==> src/rtl/spi_control_fsm_pkg.sv <==
// ---------------------------------------------------------------------------
// spi_pkg
// Shared definitions for the SPI memory-slave transaction controller:
//   - state_t          : controller state encoding
//   - RW_READ          : value of the R/W command bit that selects a read
//   - DEFAULT_*_BITS   : default command / data byte lengths
//   - counterWidth()   : bit-counter width able to hold max(addr, data) bits
// ---------------------------------------------------------------------------
package spi_pkg;

    typedef enum logic [2:0] {
        IDLE,
        GET_ADDR,
        GOT_ADDR,
        READ_LOAD,
        READ_SHIFT,
        WRITE_GET,
        WRITE_COMMIT,
        DONE
    } state_t;

    localparam logic RW_READ = 1'b1;

    localparam int DEFAULT_ADDR_BITS = 8;
    localparam int DEFAULT_DATA_BITS = 8;

    // The counter must be able to represent the largest target value itself,
    // hence the +1 before taking the log.
    function automatic int counterWidth(input int addrBits, input int dataBits);
        int maxBits;
        maxBits = (addrBits > dataBits) ? addrBits : dataBits;
        return $clog2(maxBits + 1);
    endfunction

endpackage

==> src/rtl/spi_control_fsm_if.sv <==
// ---------------------------------------------------------------------------
// spi_control_fsm_if
// Bundles the conditioned SPI inputs and the transaction strobes of the
// controller.
//   master : drives cs_n / sclk_pos / sclk_neg / rw_bit, observes strobes
//   slave  : the controller side (consumes inputs, drives strobes and busy)
// Signals:
//   cs_n         conditioned chip select, active low
//   sclk_pos     one-cycle pulse on SCLK rising edge
//   sclk_neg     one-cycle pulse on SCLK falling edge
//   rw_bit       shift register parallel-out bit 0 (R/W bit of command)
//   addr_we      address latch write enable
//   sr_we        shift register parallel-load enable
//   dm_we        data memory write enable
//   miso_buff_en MISO tri-state buffer enable
//   busy         controller is not idle
// ---------------------------------------------------------------------------
interface spi_control_fsm_if;

    logic cs_n;
    logic sclk_pos;
    logic sclk_neg;
    logic rw_bit;
    logic addr_we;
    logic sr_we;
    logic dm_we;
    logic miso_buff_en;
    logic busy;

    modport master (
        output cs_n, sclk_pos, sclk_neg, rw_bit,
        input  addr_we, sr_we, dm_we, miso_buff_en, busy
    );

    modport slave (
        input  cs_n, sclk_pos, sclk_neg, rw_bit,
        output addr_we, sr_we, dm_we, miso_buff_en, busy
    );

endinterface

==> src/rtl/spi_control_fsm_bit_counter.sv <==
// ---------------------------------------------------------------------------
// spi_bit_counter
// Counts qualifying SCLK pulses for the controller and flags the pulse that
// completes the current field.
// Ports:
//   Clk       system clock
//   Reset_n   synchronous active-low reset
//   i_clear   return the count to zero (wins over i_enable)
//   i_enable  count this cycle
//   i_target  number of pulses that complete the field
//   o_done    combinational: this enabled pulse brings the count to i_target
// ---------------------------------------------------------------------------
module spi_bit_counter #(
    parameter int WIDTH = 4
) (
    input  logic             Clk,
    input  logic             Reset_n,
    input  logic             i_clear,
    input  logic             i_enable,
    input  logic [WIDTH-1:0] i_target,
    output logic             o_done
);

    logic [WIDTH-1:0] r_count;
    logic [WIDTH-1:0] w_countNext;

    assign w_countNext = r_count + WIDTH'(1);

    // Done is flagged on the pulse itself so the controller can change state
    // on the same edge that would store the final count.
    assign o_done = i_enable && (w_countNext == i_target);

    // Count register. The controller clears it on every state change, which
    // also happens on the completing pulse, so the count never wraps.
    always_ff @(posedge Clk) begin
        if (!Reset_n) begin
            r_count <= '0;
        end else if (i_clear) begin
            r_count <= '0;
        end else if (i_enable) begin
            r_count <= w_countNext;
        end
    end

endmodule

==> src/rtl/spi_control_fsm.sv <==
// ---------------------------------------------------------------------------
// spi_control_fsm
// Transaction controller for the SPI memory slave. Watches the conditioned
// chip select and SCLK edge pulses, counts the command and data bits and
// issues the one-cycle strobes that move the command into the address latch,
// load read data into the shift register, commit write data to memory and
// enable the MISO driver.
// Ports:
//   Clk      system clock, all state changes on its rising edge
//   Reset_n  synchronous active-low reset
//   bus      spi_control_fsm_if.slave (cs_n, sclk_pos, sclk_neg, rw_bit in;
//            addr_we, sr_we, dm_we, miso_buff_en, busy out)
// Parameters:
//   ADDR_BITS  bits in the command byte (address + R/W, R/W is the LSB)
//   DATA_BITS  bits in the data byte
// ---------------------------------------------------------------------------
module spi_control_fsm
    import spi_pkg::*;
#(
    parameter int ADDR_BITS = DEFAULT_ADDR_BITS,
    parameter int DATA_BITS = DEFAULT_DATA_BITS
) (
    input  logic             Clk,
    input  logic             Reset_n,
    spi_control_fsm_if.slave bus
);

    localparam int              CW          = counterWidth(ADDR_BITS, DATA_BITS);
    localparam logic [CW-1:0]   ADDR_TARGET = CW'(ADDR_BITS);
    localparam logic [CW-1:0]   DATA_TARGET = CW'(DATA_BITS);

    state_t        r_state;
    state_t        w_nextState;
    logic          w_cntClear;
    logic          w_cntEnable;
    logic          w_cntDone;
    logic [CW-1:0] w_cntTarget;

    // State register. The R/W decision is taken on the edge that leaves
    // GOT_ADDR, so the command bit is effectively captured by this register.
    always_ff @(posedge Clk) begin
        if (!Reset_n) begin
            r_state <= IDLE;
        end else begin
            r_state <= w_nextState;
        end
    end

    // Pick which SCLK edge counts in the current state and how many of them
    // complete the field. Address and write data are sampled on rising edges,
    // read data is shifted out on falling edges; the other edge is ignored.
    always_comb begin
        w_cntEnable = 1'b0;
        w_cntTarget = DATA_TARGET;
        case (r_state)
            GET_ADDR: begin
                w_cntEnable = bus.sclk_pos;
                w_cntTarget = ADDR_TARGET;
            end
            WRITE_GET:  w_cntEnable = bus.sclk_pos;
            READ_SHIFT: w_cntEnable = bus.sclk_neg;
            default:    w_cntEnable = 1'b0;
        endcase
    end

    // Clearing on every state change means each field, and each transaction
    // following an abort, starts counting from zero.
    assign w_cntClear = (w_nextState != r_state) || (r_state == IDLE);

    spi_bit_counter #(
        .WIDTH (CW)
    ) u_bitCounter (
        .Clk      (Clk),
        .Reset_n  (Reset_n),
        .i_clear  (w_cntClear),
        .i_enable (w_cntEnable),
        .i_target (w_cntTarget),
        .o_done   (w_cntDone)
    );

    // Next-state and Moore output decode. Outputs depend on r_state only.
    // Chip select going high overrides everything else so an aborted write
    // can never reach WRITE_COMMIT.
    always_comb begin
        w_nextState      = r_state;
        bus.addr_we      = 1'b0;
        bus.sr_we        = 1'b0;
        bus.dm_we        = 1'b0;
        bus.miso_buff_en = 1'b0;
        bus.busy         = (r_state != IDLE);

        case (r_state)
            IDLE: begin
                w_nextState = GET_ADDR;
            end
            GET_ADDR: begin
                if (w_cntDone) begin
                    w_nextState = GOT_ADDR;
                end
            end
            GOT_ADDR: begin
                bus.addr_we = 1'b1;
                w_nextState = (bus.rw_bit == RW_READ) ? READ_LOAD : WRITE_GET;
            end
            READ_LOAD: begin
                bus.sr_we   = 1'b1;
                w_nextState = READ_SHIFT;
            end
            READ_SHIFT: begin
                bus.miso_buff_en = 1'b1;
                if (w_cntDone) begin
                    w_nextState = DONE;
                end
            end
            WRITE_GET: begin
                if (w_cntDone) begin
                    w_nextState = WRITE_COMMIT;
                end
            end
            WRITE_COMMIT: begin
                bus.dm_we   = 1'b1;
                w_nextState = DONE;
            end
            DONE: begin
                w_nextState = DONE;
            end
            default: begin
                w_nextState = IDLE;
            end
        endcase

        if (bus.cs_n) begin
            w_nextState = IDLE;
        end
    end

endmodule
==> src/flat_wrapper.sv <==
// flat-port wrapper written by rule: the top's interface ports become plain ports
module spi_control_fsm_flat import spi_pkg::*;
#(
    parameter int ADDR_BITS = DEFAULT_ADDR_BITS,
    parameter int DATA_BITS = DEFAULT_DATA_BITS
)
  (Clk, Reset_n, bus_cs_n, bus_sclk_pos, bus_sclk_neg, bus_rw_bit, bus_addr_we, bus_sr_we, bus_dm_we, bus_miso_buff_en, bus_busy);
  spi_control_fsm_if bus_i ();
  input  logic Clk;
  input  logic Reset_n;
  input wire logic [$bits(bus_i.cs_n)-1:0] bus_cs_n;
  input wire logic [$bits(bus_i.sclk_pos)-1:0] bus_sclk_pos;
  input wire logic [$bits(bus_i.sclk_neg)-1:0] bus_sclk_neg;
  input wire logic [$bits(bus_i.rw_bit)-1:0] bus_rw_bit;
  output wire logic [$bits(bus_i.addr_we)-1:0] bus_addr_we;
  output wire logic [$bits(bus_i.sr_we)-1:0] bus_sr_we;
  output wire logic [$bits(bus_i.dm_we)-1:0] bus_dm_we;
  output wire logic [$bits(bus_i.miso_buff_en)-1:0] bus_miso_buff_en;
  output wire logic [$bits(bus_i.busy)-1:0] bus_busy;
  assign bus_i.cs_n = bus_cs_n;
  assign bus_i.sclk_pos = bus_sclk_pos;
  assign bus_i.sclk_neg = bus_sclk_neg;
  assign bus_i.rw_bit = bus_rw_bit;
  assign bus_addr_we = bus_i.addr_we;
  assign bus_sr_we = bus_i.sr_we;
  assign bus_dm_we = bus_i.dm_we;
  assign bus_miso_buff_en = bus_i.miso_buff_en;
  assign bus_busy = bus_i.busy;
  spi_control_fsm #(.ADDR_BITS(ADDR_BITS), .DATA_BITS(DATA_BITS)) u_core (.Clk(Clk), .Reset_n(Reset_n), .bus(bus_i));
endmodule
==> config.mk <==
export PLATFORM = sky130hd
export DESIGN_NAME = spi_control_fsm_flat
export DESIGN_NICKNAME = d
export VERILOG_FILES = /design/src/rtl/spi_control_fsm_pkg.sv /design/src/rtl/spi_control_fsm_if.sv /design/src/rtl/spi_control_fsm_bit_counter.sv /design/src/rtl/spi_control_fsm.sv /design/src/flat_wrapper.sv
export SDC_FILE = /design/constraint.sdc
export NUM_CORES = 1
export LEC_CHECK = 0
export CAP_MARGIN = 20
export CORE_AREA = 2 2 39 41
export CTS_BUF_LIST = sky130_fd_sc_hd__clkbuf_16
export CTS_CLUSTER_SIZE = 20
export DETAILED_ROUTE_END_ITERATION = 6
export DIE_AREA = 0 0 41 43
export SYNTH_ARGS = -nofsm -noshare
export SYNTH_HDL_FRONTEND = slang
export SYNTH_HIERARCHICAL = 1
export SYNTH_SLANG_ARGS = --single-unit
==> constraint.sdc <==
create_clock -name Clk -period 2.62 [get_ports Clk]
set_input_delay 0.524 -clock Clk [delete_from_list [all_inputs] [get_ports Clk]]
set_output_delay 0.524 -clock Clk [all_outputs]
set_load 0.03 [all_outputs]
Yosys cells after proc, flatten, opt, wreduce, memory -nomap -nowiden

Cells that the tools add are included.

Flip-flop bits (word level): 7
Bits of input ports: 6
Word-level logic and storage cells: 31
Output and inout port bits: 5

Multiplexer cells: 11
Bitwise logic cells: 1
Eq/ne operators: 9
Reduce and logical (&&, ||, !) cells: 7
Add/sub/neg operators: 1

Operators by type and width:

| kind                                                                   | count |
|---|---|
| 3-bit case mux with 7 select lines                                     | 1 |
| 3-bit two-way mux                                                      | 5 |
| 3-bit equality test (second input constant)                            | 4 |
| 3-bit by 2-bit equality test with 1-bit output (second input constant) | 2 |
| 2-bit OR reduction                                                     | 3 |
| 4-bit by 1-bit adder with 4-bit output (second input constant)         | 1 |
| 4-bit equality test (second input constant)                            | 1 |
| 1-bit two-way mux                                                      | 4 |
| 3-bit by 1-bit equality test with 1-bit output (second input constant) | 1 |
| 3-bit zero test                                                        | 1 |
| 3-bit != test                                                          | 1 |
| 3-bit nonzero test                                                     | 1 |
| 1-bit case mux with 2 select lines                                     | 1 |
| 1-bit logical AND                                                      | 1 |
| 1-bit logical OR                                                       | 1 |
| 1-bit inverter                                                         | 1 |

Longest topological paths before layout

Gate-level depths: netlist of run 1.

Depth in word-level cells: 10
Gate-level depth with buffers: 9

By module

The synthesis of run 1 kept the hierarchy.

Modules (own cells, without submodules):

| module          | times used | sequential area each (um^2) | area each (um^2) | cells an instance |
|---|---|---|---|---|
| spi_control_fsm | 1          | 60.1                        | 261.5            | 32 |
| spi_bit_counter | 1          | 80.1                        | 231.5            | 24 |

Least setup slack after synthesis of run 1

Ideal clock, no wire load.

Kind: input to register
From: in bus_sclk_neg
To: reg u_core.u_bitCounter.r_count[0]
Arrival: 2051 ps
Slack: 453 ps
Required time: 2504 ps
Cell stages on the path: 8
Path through: nand3_1 a21oi_1 o211ai_1 a2111oi_2 a21oi_1 a31oi_1 nand2b_1 nor2_1

Cells in the longest elaborated chain, start to end: 8
Elaborated cells on any way between the ends: 10
Those cells by class: 1 x eq/ne; 6 x mux; 3 x reduce/logical

Ends and longest elaborated chain:

| item                                  | line                                                                  | RTL |
|---|---|---|
| start: declaration                    | flat_wrapper.sv:13                                                    | `input wire logic [$bits(bus_i.sclk_neg)-1:0] bus_sclk_neg;` |
| 1-bit case mux with 2 select lines *  | spi_control_fsm.sv:55                                                 | `case (r_state)` |
| named net u_core.w_cntEnable          | spi_control_fsm.sv:35                                                 | `logic w_cntEnable;` |
| 1-bit logical AND *                   | spi_control_fsm_bit_counter.sv:31                                     | `assign o_done = i_enable && (w_countNext == i_target);` |
| named net u_core.w_cntDone            | spi_control_fsm.sv:36                                                 | `logic w_cntDone;` |
| 3-bit two-way mux (on tied branches)  | spi_control_fsm.sv:116, spi_control_fsm.sv:97, spi_control_fsm.sv:111 |  |
| 3-bit case mux with 7 select lines *  | spi_control_fsm.sv:92                                                 | `case (r_state)` |
| 3-bit two-way mux *                   | spi_control_fsm.sv:132                                                | `if (bus.cs_n) begin` |
| 3-bit != test *                       | spi_control_fsm.sv:68                                                 | `assign w_cntClear = (w_nextState != r_state) \|\| (r_state == IDLE);` |
| 1-bit logical OR *                    | spi_control_fsm.sv:68                                                 |  |
| named net u_core.w_cntClear           | spi_control_fsm.sv:34                                                 | `logic w_cntClear;` |
| 2-bit OR reduction (no source line) * | -                                                                     |  |
| end signal: assignment                | spi_control_fsm_bit_counter.sv:41                                     | `r_count <= w_countNext;` |
| end: declaration                      | spi_control_fsm_bit_counter.sv:24                                     | `logic [WIDTH-1:0] r_count;` |

The timed path passes the listed nets; every way through them passes the cells marked *.
A chain may end at the register's enable or synchronous reset.

Final worst setup path of run 1

Same ends and word-level chain as after synthesis.

==> impl_summary.txt, run 1 <==
----------------------------------------------------
[Floorplan]
  Cell Rows ... 14
  Placeable Area ... approximately 1400 sq um
  Floorplan die height ... 43 um
  Effective utilization at floorplan ... 35.62%
  Die Wd ... 41 um
  Area of the die ... 1763 sq um
  Boundary Pins ... 11

[CTS]
  Clock slew at reported path FFs ... 0.03 ns
  Clock latency reported for the late side of the worst-skew pair ... between 0.2 and 0.25 ns
  H-tree level count ... 1
  Gates resized, CTS repair ... 0
  Post-CTS setup-driven buffer insertion count ... 0
  Root Buffer ... sky130_fd_sc_hd__clkbuf_16
  Number of buffers inserted during clock tree synthesis ... 3
  Post-CTS Hold Fix Bufs ... 0
  TritonCTS Sinks ... 7
  CTS tree ... built
  Clock Path Buffers ... 2

[Global routing]
  Maximum number of pins on one net before global-route repair ... 11
  Overall routing resource usage ... 13.43%
  Global-route wire length before repair ... 1490 um
  Number of antenna violations at the first check in global routing ... 0
  Remaining global-route overflow ... 0
  Vias in the first global route ... 372

[STA]
  RSZ-0062 raised after global routing ... no
  Count of pins over their slew limit ... 0
  Setup skew after layout ... 0.001469 ns
  Portion of the clock cycle consumed by the worst path in the final layout ... 90.15%
  Period minus WS final ... 2.362 ns
  Setup TNS ... 0 ns
  Maximum clock rate ... approximately 0.42 GHz
  Hold Fails Final Rpt ... 0
  Final setup violating endpoints ... 0

[Critical path]
  Maximum single-stage delay on the critical path ... 0.45 ns
  Launching element type of the critical path ... input port
  Critical Path AT ... 2.47 ns
  Buf/Inv on CP ... 2
  Ordered list of cells on the worst path ... clkdlybuf4s50_1 > nand3_1 > a21oi_1 > o211ai_1 > a2111oi_2 > buf_4 > a21oi_1 > a31oi_1 > nand2b_1 > nor2_1
  Most used cell along the critical path ... sky130_fd_sc_hd__a21oi_1
  Max FO, Critical Path ... 4
  Type of element capturing the critical path ... register
  Worst-path cell with the longest stage delay ... sky130_fd_sc_hd__clkdlybuf4s50_1
  WS Path Type ... input port to register
  Required time of the critical path ... 2.73 ns
  Top delay family on crit path ... compound AO/OA/AOI/OAI gates

[Drt]
  Number of iterations in the first detailed-routing pass ... 4
  Post-route ant nets ... 0
  Average detailed-routed wire length per instance ... roughly 11 um
  Number of design-rule violations left by the first detailed-router iteration ... 7
  Remaining DRCs ... 0
  Vias per inst ... 4.682
  Total number of vias ... 412
  DRT Wirelength ... ~940 um

[Yosys]
  Dominant cell type by area after synthesis ... sky130_fd_sc_hd__dfxtp_1
  Cell count after synthesis ... 56
  Main combinational cell family by area after synthesis ... simple AND/OR/NAND/NOR gates
  Total of warnings raised by yosys ... 6
  Complex-gate fraction of the synthesized area ... ~16%
  Most area-consuming cells after synthesis ... sky130_fd_sc_hd__dfxtp_1 28%, sky130_fd_sc_hd__xnor2_1 8.9%, sky130_fd_sc_hd__a2111oi_4 5.6%
  XOR/XNOR Fraction of Synth Area ... 14.21%
  Share of synthesized area occupied by flip-flops and latches ... between 20% and 30%
  Post-synthesis register bit count ... 7
  Mean area per synthesized cell ... 8.803 sq um
  Number of library cell types mapped by synthesis ... 27
  Adder-cell share of the synthesized area ... 2.538%
  Proportion of synthesized area in mux cells ... 2.030%
  Post-synth top area share ... 28.43%
  Summed instance area of the synthesized netlist ... 493.0 sq um
  Simple-gate share of the synthesized area ... between 20 and 30%

[Power and ir drop]
  Final total power ... 0.3959 mW
  Areal power density over the cells ... 569.1 nW/um^2
  Leak ... 0.2573 nW
  Maximum resistive drop on vdd ... 0.4455 mV

[Run status]
  Result of the run ... finished clean

[Final layout]
  Area of the multi-input gates ... 326.6 sq um
  Area Growth Syn to Fin ... 41.12%
  Area taken by flip-flops and latches ... 140.1 sq um
  Fraction of layout cells with a size suffix above 1 ... 16.67%
  Fillers ... 149
  # diodes ... 0
  Post-layout util ... 50.27%
  Fin nets ... 80

[Run]
  Number of maximum-capacitance constraint violations ... 0

[Placement]
  Detailed placer's ending HPWL ... 679.4 um
  Routability-driven placement congestion ratio ... 0.6266
  Number of port buffers ... 10

[Worst hold path]
  Worst min path class ... register to register

----------------------------------------------------
[where the power goes]
group / leakage [nW] / switching (mW) / internal [mW]
Clock: 0.0423 / 0.0570 / 0.198
Sequential: 0.0566 / 0.00192 / 0.108
Combinational: 0.158 / 0.0141 / 0.0165
[layout by cell type, fill, tap and decap left out, drive strengths merged, types with 2 or more instances in the layout]
cell type	synthesis	routed
a21oi	3	3
nand3	2	2
clkbuf	0	3
xor2	3	3
dfxtp	7	7
clkdlybuf4s50	0	10
nor3	3	3
nor2	7	7
nor4b	2	2
and3	2	2
nand2b	3	3
xnor2	5	5
a2111oi	2	2
conb	2	4
inv	4	5
buf	2	2
nand2	2	2
[cells in the mapped netlist, drive strengths merged]
cell     instances
nand2            2
a21oi            3
a2111oi          2
o21a             1
ha               1
nor3             3
nor2b            1
nor4b            2
mux2i            1
nand3            2
and3             2
dfxtp            7
buf              2
nand2b           3
conb             2
nor2             7
o211ai           1
inv              4
xor2             3
a31oi            1
nand4            1
xnor2            5
[through the flow]
step	instances	worst slack [ns]	cell area, sq um	hold WS, ns
global route	88	0.02278	695.7	0.5660
floorplan	58	0.4529	500.5	0.4984
global placement	84	0.07415	616.8	0.5173
detailed placement	84	0.03737	616.8	0.5401
CTS	88	0.2665	695.7	0.5481
finish	88	0.2581	695.7	0.5347
[state kept, by name, indices dropped and copies added (netlist names)]
| register | count |
|---|---|
| u_core/r_state | 3 |
| u_core/u_bitCounter/r_count | 4 |
[worst paths after layout]
kind | startpoint | to | slack (ns) | depth (start not counted)
min reg2reg | u_core/u_bitCounter/r_count[3] | u_core/u_bitCounter/r_count[3] | 0.53 | 2
max reg2reg | u_core/u_bitCounter/r_count[0] | u_core/u_bitCounter/r_count[0] | 0.40 | 9
min | u_core/u_bitCounter/r_count[3] | u_core/u_bitCounter/r_count[3] | 0.53 | 2
max | bus_sclk_neg | u_core/u_bitCounter/r_count[0] | 0.26 | 10
[layout make-up]
| cell class | count | share of cell area [%] |
|---|---|---|
| clock inverter | 1 | 0.5396 |
| timing repair buffer | 12 | 16.55 |
| inverter | 4 | 2.158 |
| clock buffer | 3 | 10.79 |
| tap | 16 | 2.878 |
| sequential | 7 | 20.14 |
| multi-input combinational | 45 | 46.94 |
[per-layer routing]
| layer | vias up | track usage [%] | wire [um] | part of all wire, % |
|---|---|---|---|---|
| li1 | 218 | - | - | - |
| met1 | 180 | 14.43 | 399 | 43 |
| met2 | 10 | 19.38 | 448 | 48 |
| met3 | 4 | 6.283 | 63 | 6.7 |
| met4 | 0 | 10.00 | 23 | 2.5 |
| met5 | - | 0 | 0 | 0 |
[cell families after synthesis]
family / Yosys count
AOI/OAI and AO/OA: 8
DFF: 7
buffers and inverters: 6
and+or+nand+nor: 23
muxes: 1
adders and majority gates: 1
xor gates and xnor gates: 8
other: 2
[tightest hold or removal path, stage by stage, from the launching register on]
cell and delay, ns:
sky130_fd_sc_hd__dfxtp_1 0.34, sky130_fd_sc_hd__xor2_1 0.07, sky130_fd_sc_hd__nor2_1 0.08
Power figures use the tool's default switching activity.
==> run 2: changes to the inputs <==
Settings changed: CTS_BUF_LIST sky130_fd_sc_hd__clkbuf_16 to sky130_fd_sc_hd__clkbuf_4.
==> impl_summary.txt, run 2 (synthesis gave the netlist of run 1 again) <==
----------------------------------------------------
[STA]
  Setup TNS ... 0 ns
  Maximum clock rate ... 0.4273 GHz
  RSZ-0062 raised after global routing ... no
  Count of pins over their slew limit ... 0
  Period minus WS final ... about 2.3 ns
  Setup WS post-layout ... roughly 0.28 ns
  Final setup violating endpoints ... 0
  Hold Fails Final Rpt ... 0
  Setup skew after layout ... 0.002834 ns
  Hold_ws ... 0.5423 ns
  Portion of the clock cycle consumed by the worst path in the final layout ... between 80 and 90%

[CTS]
  H-tree level count ... 1
  Post-CTS setup-driven buffer insertion count ... 0
  Post-CTS Hold Fix Bufs ... 0
  Clock slew at reported path FFs ... 0.05 ns
  Root Buffer ... sky130_fd_sc_hd__clkbuf_4
  Clock latency reported for the late side of the worst-skew pair ... 0.24 ns
  CTS tree ... built
  Gates resized, CTS repair ... 0
  Clock Path Buffers ... 2
  TritonCTS Sinks ... 7
  Number of buffers inserted during clock tree synthesis ... 3

[Drt]
  Average detailed-routed wire length per instance ... 9.591 um
  Post-route ant nets ... 0
  Remaining DRCs ... 0
  Total number of vias ... 410
  Vias per inst ... 4.659
  Number of iterations in the first detailed-routing pass ... 4
  Number of design-rule violations left by the first detailed-router iteration ... 7
  DRT Wirelength ... about 840 um

[Power and ir drop]
  Maximum resistive drop on vdd ... 0.3311 mV
  Final total power ... about 0.24 mW
  Areal power density over the cells ... 376.0 nW/um^2
  Leak ... 0.2334 nW

[Floorplan]
  Cell Rows ... 14
  Placeable Area ... around 1400 sq um
  Effective utilization at floorplan ... 35.62%
  Area of the die ... between 1500 and 2000 sq um
  Die Wd ... 41 um
  Boundary Pins ... 11
  Floorplan die height ... 43 um

[Critical path]
  Required time of the critical path ... about 2.8 ns
  CP Launch Point ... bus_sclk_neg
  Type of element capturing the critical path ... register
  Launching element type of the critical path ... input port
  Critical Path AT ... 2.47 ns
  Max FO, Critical Path ... 4
  R2r startpoint ... u_core/u_bitCounter/r_count[0]
  Number of cells traversed by the worst register-to-register path ... 9
  WS Path Type ... input port to register

[Worst hold path]
  Worst min path class ... register to register
  Worst min-delay path startpoint ... u_core/u_bitCounter/r_count[3]
  Worst hold path cell count ... 2

[Final layout]
  Fin nets ... 80
  # diodes ... 0
  Most frequent cells in the layout ... 10 x sky130_fd_sc_hd__clkdlybuf4s50_1, 7 x sky130_fd_sc_hd__nor2_1, 7 x sky130_fd_sc_hd__dfxtp_1
  Fillers ... 151
  Area of the multi-input gates ... 326.6 sq um
  Area Growth Syn to Fin ... 31.22%
  Most flop-heavy register ... u_core/u_bitCounter/r_count
  Leading cell type in the layout, fill and taps excluded ... sky130_fd_sc_hd__clkdlybuf4s50_1
  Area taken by flip-flops and latches ... 140.1 sq um
  Biggest regs ... u_core/u_bitCounter/r_count x4, u_core/r_state x3
  Fraction of layout cells with a size suffix above 1 ... 18.06%
  Max reg flops ... 4

[Global routing]
  Maximum number of pins on one net before global-route repair ... 11
  Overall routing resource usage ... 12.13%
  Number of antenna violations at the first check in global routing ... 0
  Vias in the first global route ... 369
  Global-route wire length before repair ... 1469 um
  Remaining global-route overflow ... 0

[Placement]
  Worst Setup Slack post-DPL ... 0.03737 ns
  Number of port buffers ... 10
  Routability-driven placement congestion ratio ... 0.6266
  Detailed placer's ending HPWL ... 679.4 um

[Run status]
  Result of the run ... finished clean

[Run]
  Number of maximum-capacitance constraint violations ... 0

----------------------------------------------------
## run 2: layout make-up
type | instances | share of cell area (%)
Multi-Input combinational cell | 45 | 50.48
Tap cell | 16 | 3.095
Clock buffer | 4 | 4.642
Timing Repair Buffer | 12 | 17.79
Sequential cell | 7 | 21.66
Inverter | 4 | 2.321
## run 2: critical path, cell delays in order
cell and delay [ns]:
sky130_fd_sc_hd__clkdlybuf4s50_1 0.45, sky130_fd_sc_hd__nand3_1 0.07, sky130_fd_sc_hd__a21oi_1 0.21, sky130_fd_sc_hd__o211ai_1 0.13, sky130_fd_sc_hd__a2111oi_2 0.35, sky130_fd_sc_hd__buf_4 0.19
sky130_fd_sc_hd__a21oi_1 0.08, sky130_fd_sc_hd__a31oi_1 0.17, sky130_fd_sc_hd__nand2b_1 0.22, sky130_fd_sc_hd__nor2_1 0.07
## run 2: path summary, 6_finish.rpt
check / slack (ns) / end
worst max-delay path: 0.28 / u_core/u_bitCounter/r_count[3]
worst min-delay path: 0.54 / u_core/u_bitCounter/r_count[3]
worst max register to register: 0.42 / u_core/u_bitCounter/r_count[3]
worst min register to register: 0.54 / u_core/u_bitCounter/r_count[3]
## run 2: metrics by stage
| stage | cells | util (%) | cell area (sq um) |
|---|---|---|---|
| 5_1_grt | 88 | 46.75 | 646.9 |
| 6_report | 88 | 46.75 | 646.9 |
| 3_5_place_dp | 84 | 44.57 | 616.8 |
| 2_1_floorplan | 58 | - | 500.5 |
| 4_1_cts | 88 | 46.75 | 646.9 |
| 3_3_place_gp | 84 | 44.57 | 616.8 |
## run 2: power by group
| part | switching [mW] | internal (mW) |
|---|---|---|
| clock | 0.0349 | 0.0681 |
| combinational | 0.0140 | 0.0165 |
| sequential | 0.00202 | 0.108 |
| total | 0.0509 | 0.192 |
## run 2: per-layer routing
layer  up-vias  global-route usage (%)  wire [um]
li1        218                       -          -
met1       182                   15.13        407
met2        10                   18.44        381
met3         0                   6.283         54
met4         0                   2.000          0
met5         -                       0          0
==> run 3: changes to the inputs <==
Clock period 2.62 ns to 2.1 ns, I/O delays scaled along.
==> impl_summary.txt, run 3 (synthesis gave the netlist of run 1 again) <==
----------------------------------------------------
[Critical path]
  Max FO, Critical Path ... 9
  Type of element capturing the critical path ... primary output
  Critical Path AT ... ~1.6 ns
  Required time of the critical path ... 1.68 ns
  Launching element type of the critical path ... register
  WS Path Type ... register to primary output

[STA]
  Portion of the clock cycle consumed by the worst path in the final layout ... approximately 95%
  RSZ-0062 raised after global routing ... no
  Setup WS post-layout ... 0.1032 ns
  Count of pins over their slew limit ... 0
  Hold_ws ... around 0.54 ns
  Maximum clock rate ... 0.5008 GHz
  Period minus WS final ... around 2 ns
  Hold Fails Final Rpt ... 0
  Final setup violating endpoints ... 0
  Setup skew after layout ... around 0.0018 ns
  Setup TNS ... 0 ns

[Drt]
  Post-route ant nets ... 0
  Number of design-rule violations left by the first detailed-router iteration ... 0
  Vias per inst ... 4.570
  Wl on met1 ... 424 um
  Highest Signal Layer ... met4
  DRT Wirelength ... roughly 1000 um
  Detailed-routed wire length on met2 ... approximately 500 um
  Remaining DRCs ... 0
  Total number of vias ... 425
  Number of iterations in the first detailed-routing pass ... 1
  Total met3 wirelength after detailed routing ... 40 um
  Average detailed-routed wire length per instance ... between 10 and 15 um

[Global routing]
  Maximum number of pins on one net before global-route repair ... 10
  Number of antenna violations at the first check in global routing ... 0
  Global-route wire length before repair ... around 1600 um
  Remaining global-route overflow ... 0
  Overall routing resource usage ... between 10% and 20%
  Vias in the first global route ... about 440

[Placement]
  Dpl cells ... 89
  Number of port buffers ... 10
  Routability-driven placement congestion ratio ... around 0.67
  Worst Setup Slack post-DPL ... -0.4091 ns
  Post-placement cell area ... 654.4 sq um
  Detailed placer's ending HPWL ... around 770 um

[CTS]
  TritonCTS Sinks ... 7
  Clock slew at reported path FFs ... approximately 0.050 ns
  H-tree level count ... 1
  Clock Path Buffers ... 2
  Post-CTS setup-driven buffer insertion count ... 0
  CTS tree ... built
  Number of buffers inserted during clock tree synthesis ... 3
  Clock latency reported for the late side of the worst-skew pair ... 0.25 ns
  Post-CTS Hold Fix Bufs ... 0
  Root Buffer ... sky130_fd_sc_hd__clkbuf_4

[Final layout]
  Number of cells in the finished layout apart from fillers ... 93
  Area Growth Syn to Fin ... 49.49%
  Finished Cell Area ... 737.0 sq um
  Fin nets ... between 80 and 90
  Max reg flops ... 4
  Biggest regs ... u_core/u_bitCounter/r_count x4, u_core/r_state x3
  # diodes ... 0
  Fillers ... 142
  Area taken by flip-flops and latches ... 142.6 sq um
  Most frequent cells in the layout ... 7 x sky130_fd_sc_hd__buf_4, 6 x sky130_fd_sc_hd__nor2_1, 5 x sky130_fd_sc_hd__clkdlybuf4s50_1, 5 x sky130_fd_sc_hd__dfxtp_1, 5 x sky130_fd_sc_hd__xnor2_1
  Fraction of layout cells with a size suffix above 1 ... between 30% and 40%
  Area of the multi-input gates ... 375.4 sq um
  Leading cell type in the layout, fill and taps excluded ... sky130_fd_sc_hd__buf_4
  Most flop-heavy register ... u_core/u_bitCounter/r_count

[Floorplan]
  Die Wd ... 41 um
  Floorplan die height ... approximately 43 um
  Area of the die ... about 1800 sq um
  Placeable Area ... 1384 sq um
  Boundary Pins ... 11
  Effective utilization at floorplan ... 35.62%
  Cell Rows ... 14

[Run status]
  Result of the run ... finished clean

[Worst hold path]
  Worst min path class ... register to register

[Power and ir drop]
  Maximum resistive drop on vdd ... approximately 0.36 mV
  Areal power density over the cells ... 423.8 nW/um^2
  Leak ... ~0.3 nW

[Run]
  Number of maximum-capacitance constraint violations ... 0

----------------------------------------------------
==> run 3: cell count changes in the layout (fill, tap and decap cells not counted), sizes merged <==
cell           delta
buf               +5
clkdlybuf4s50     -5
dlygate4sd2       +3
dlymetal6s2s      +2
==> run 3: final timing paths <==
check	start	endpoint	slack, ns	cells after the start
worst max-delay path	u_core/r_state[2]	bus_dm_we	0.10	3
worst min register to register	u_core/u_bitCounter/r_count[3]	u_core/u_bitCounter/r_count[3]	0.54	2
worst min-delay path	u_core/u_bitCounter/r_count[3]	u_core/u_bitCounter/r_count[3]	0.54	2
worst max register to register	u_core/u_bitCounter/r_count[1]	u_core/u_bitCounter/r_count[0]	0.17	9
==> run 3: per-layer routing <==
| layer | vias to the layer above | GRT usage (%) |
|---|---|---|
| met4 | 0 | 12.00 |
| met2 | 10 | 21.88 |
| met3 | 4 | 1.571 |
| met5 | - | 0 |
| li1 | 228 | - |
| met1 | 183 | 14.33 |
==> run 3: cell type report <==
| type | count | area share (%) |
|---|---|---|
| tap | 16 | 2.716 |
| multi-input combinational | 45 | 50.93 |
| timing repair buffer | 17 | 20.88 |
| clock buffer | 4 | 4.075 |
| sequential | 7 | 19.35 |
| inverter | 4 | 2.037 |
==> run 3: critical path, stage by stage, from the launching register on <==
cell and delay, ns:
sky130_fd_sc_hd__dfxtp_1 0.34, sky130_fd_sc_hd__buf_4 0.17, sky130_fd_sc_hd__and3_1 0.16, sky130_fd_sc_hd__clkdlybuf4s50_1 0.66
==> run 3: power by group <==
part | internal (mW) | switching [mW]
logic | 0.0221 | 0.0214
registers | 0.134 | 0.00104
clock network | 0.0853 | 0.0483
total | 0.242 | 0.0707
==> run 3: per-stage QoR <==
step	power, mW	util, %
floorplan	0.1611	-
global placement	0.1795	47.29
detailed placement	0.1801	47.29
CTS	0.3202	50.00
global route	0.3287	53.25
finish	0.3123	53.25
==> run 3: what timing repair did <==
action / 4_1_cts / 5_1_grt
resized for setup: 6 / 10
endpoints found under the setup margin: 7 / 6
pin swaps: 1 / 6
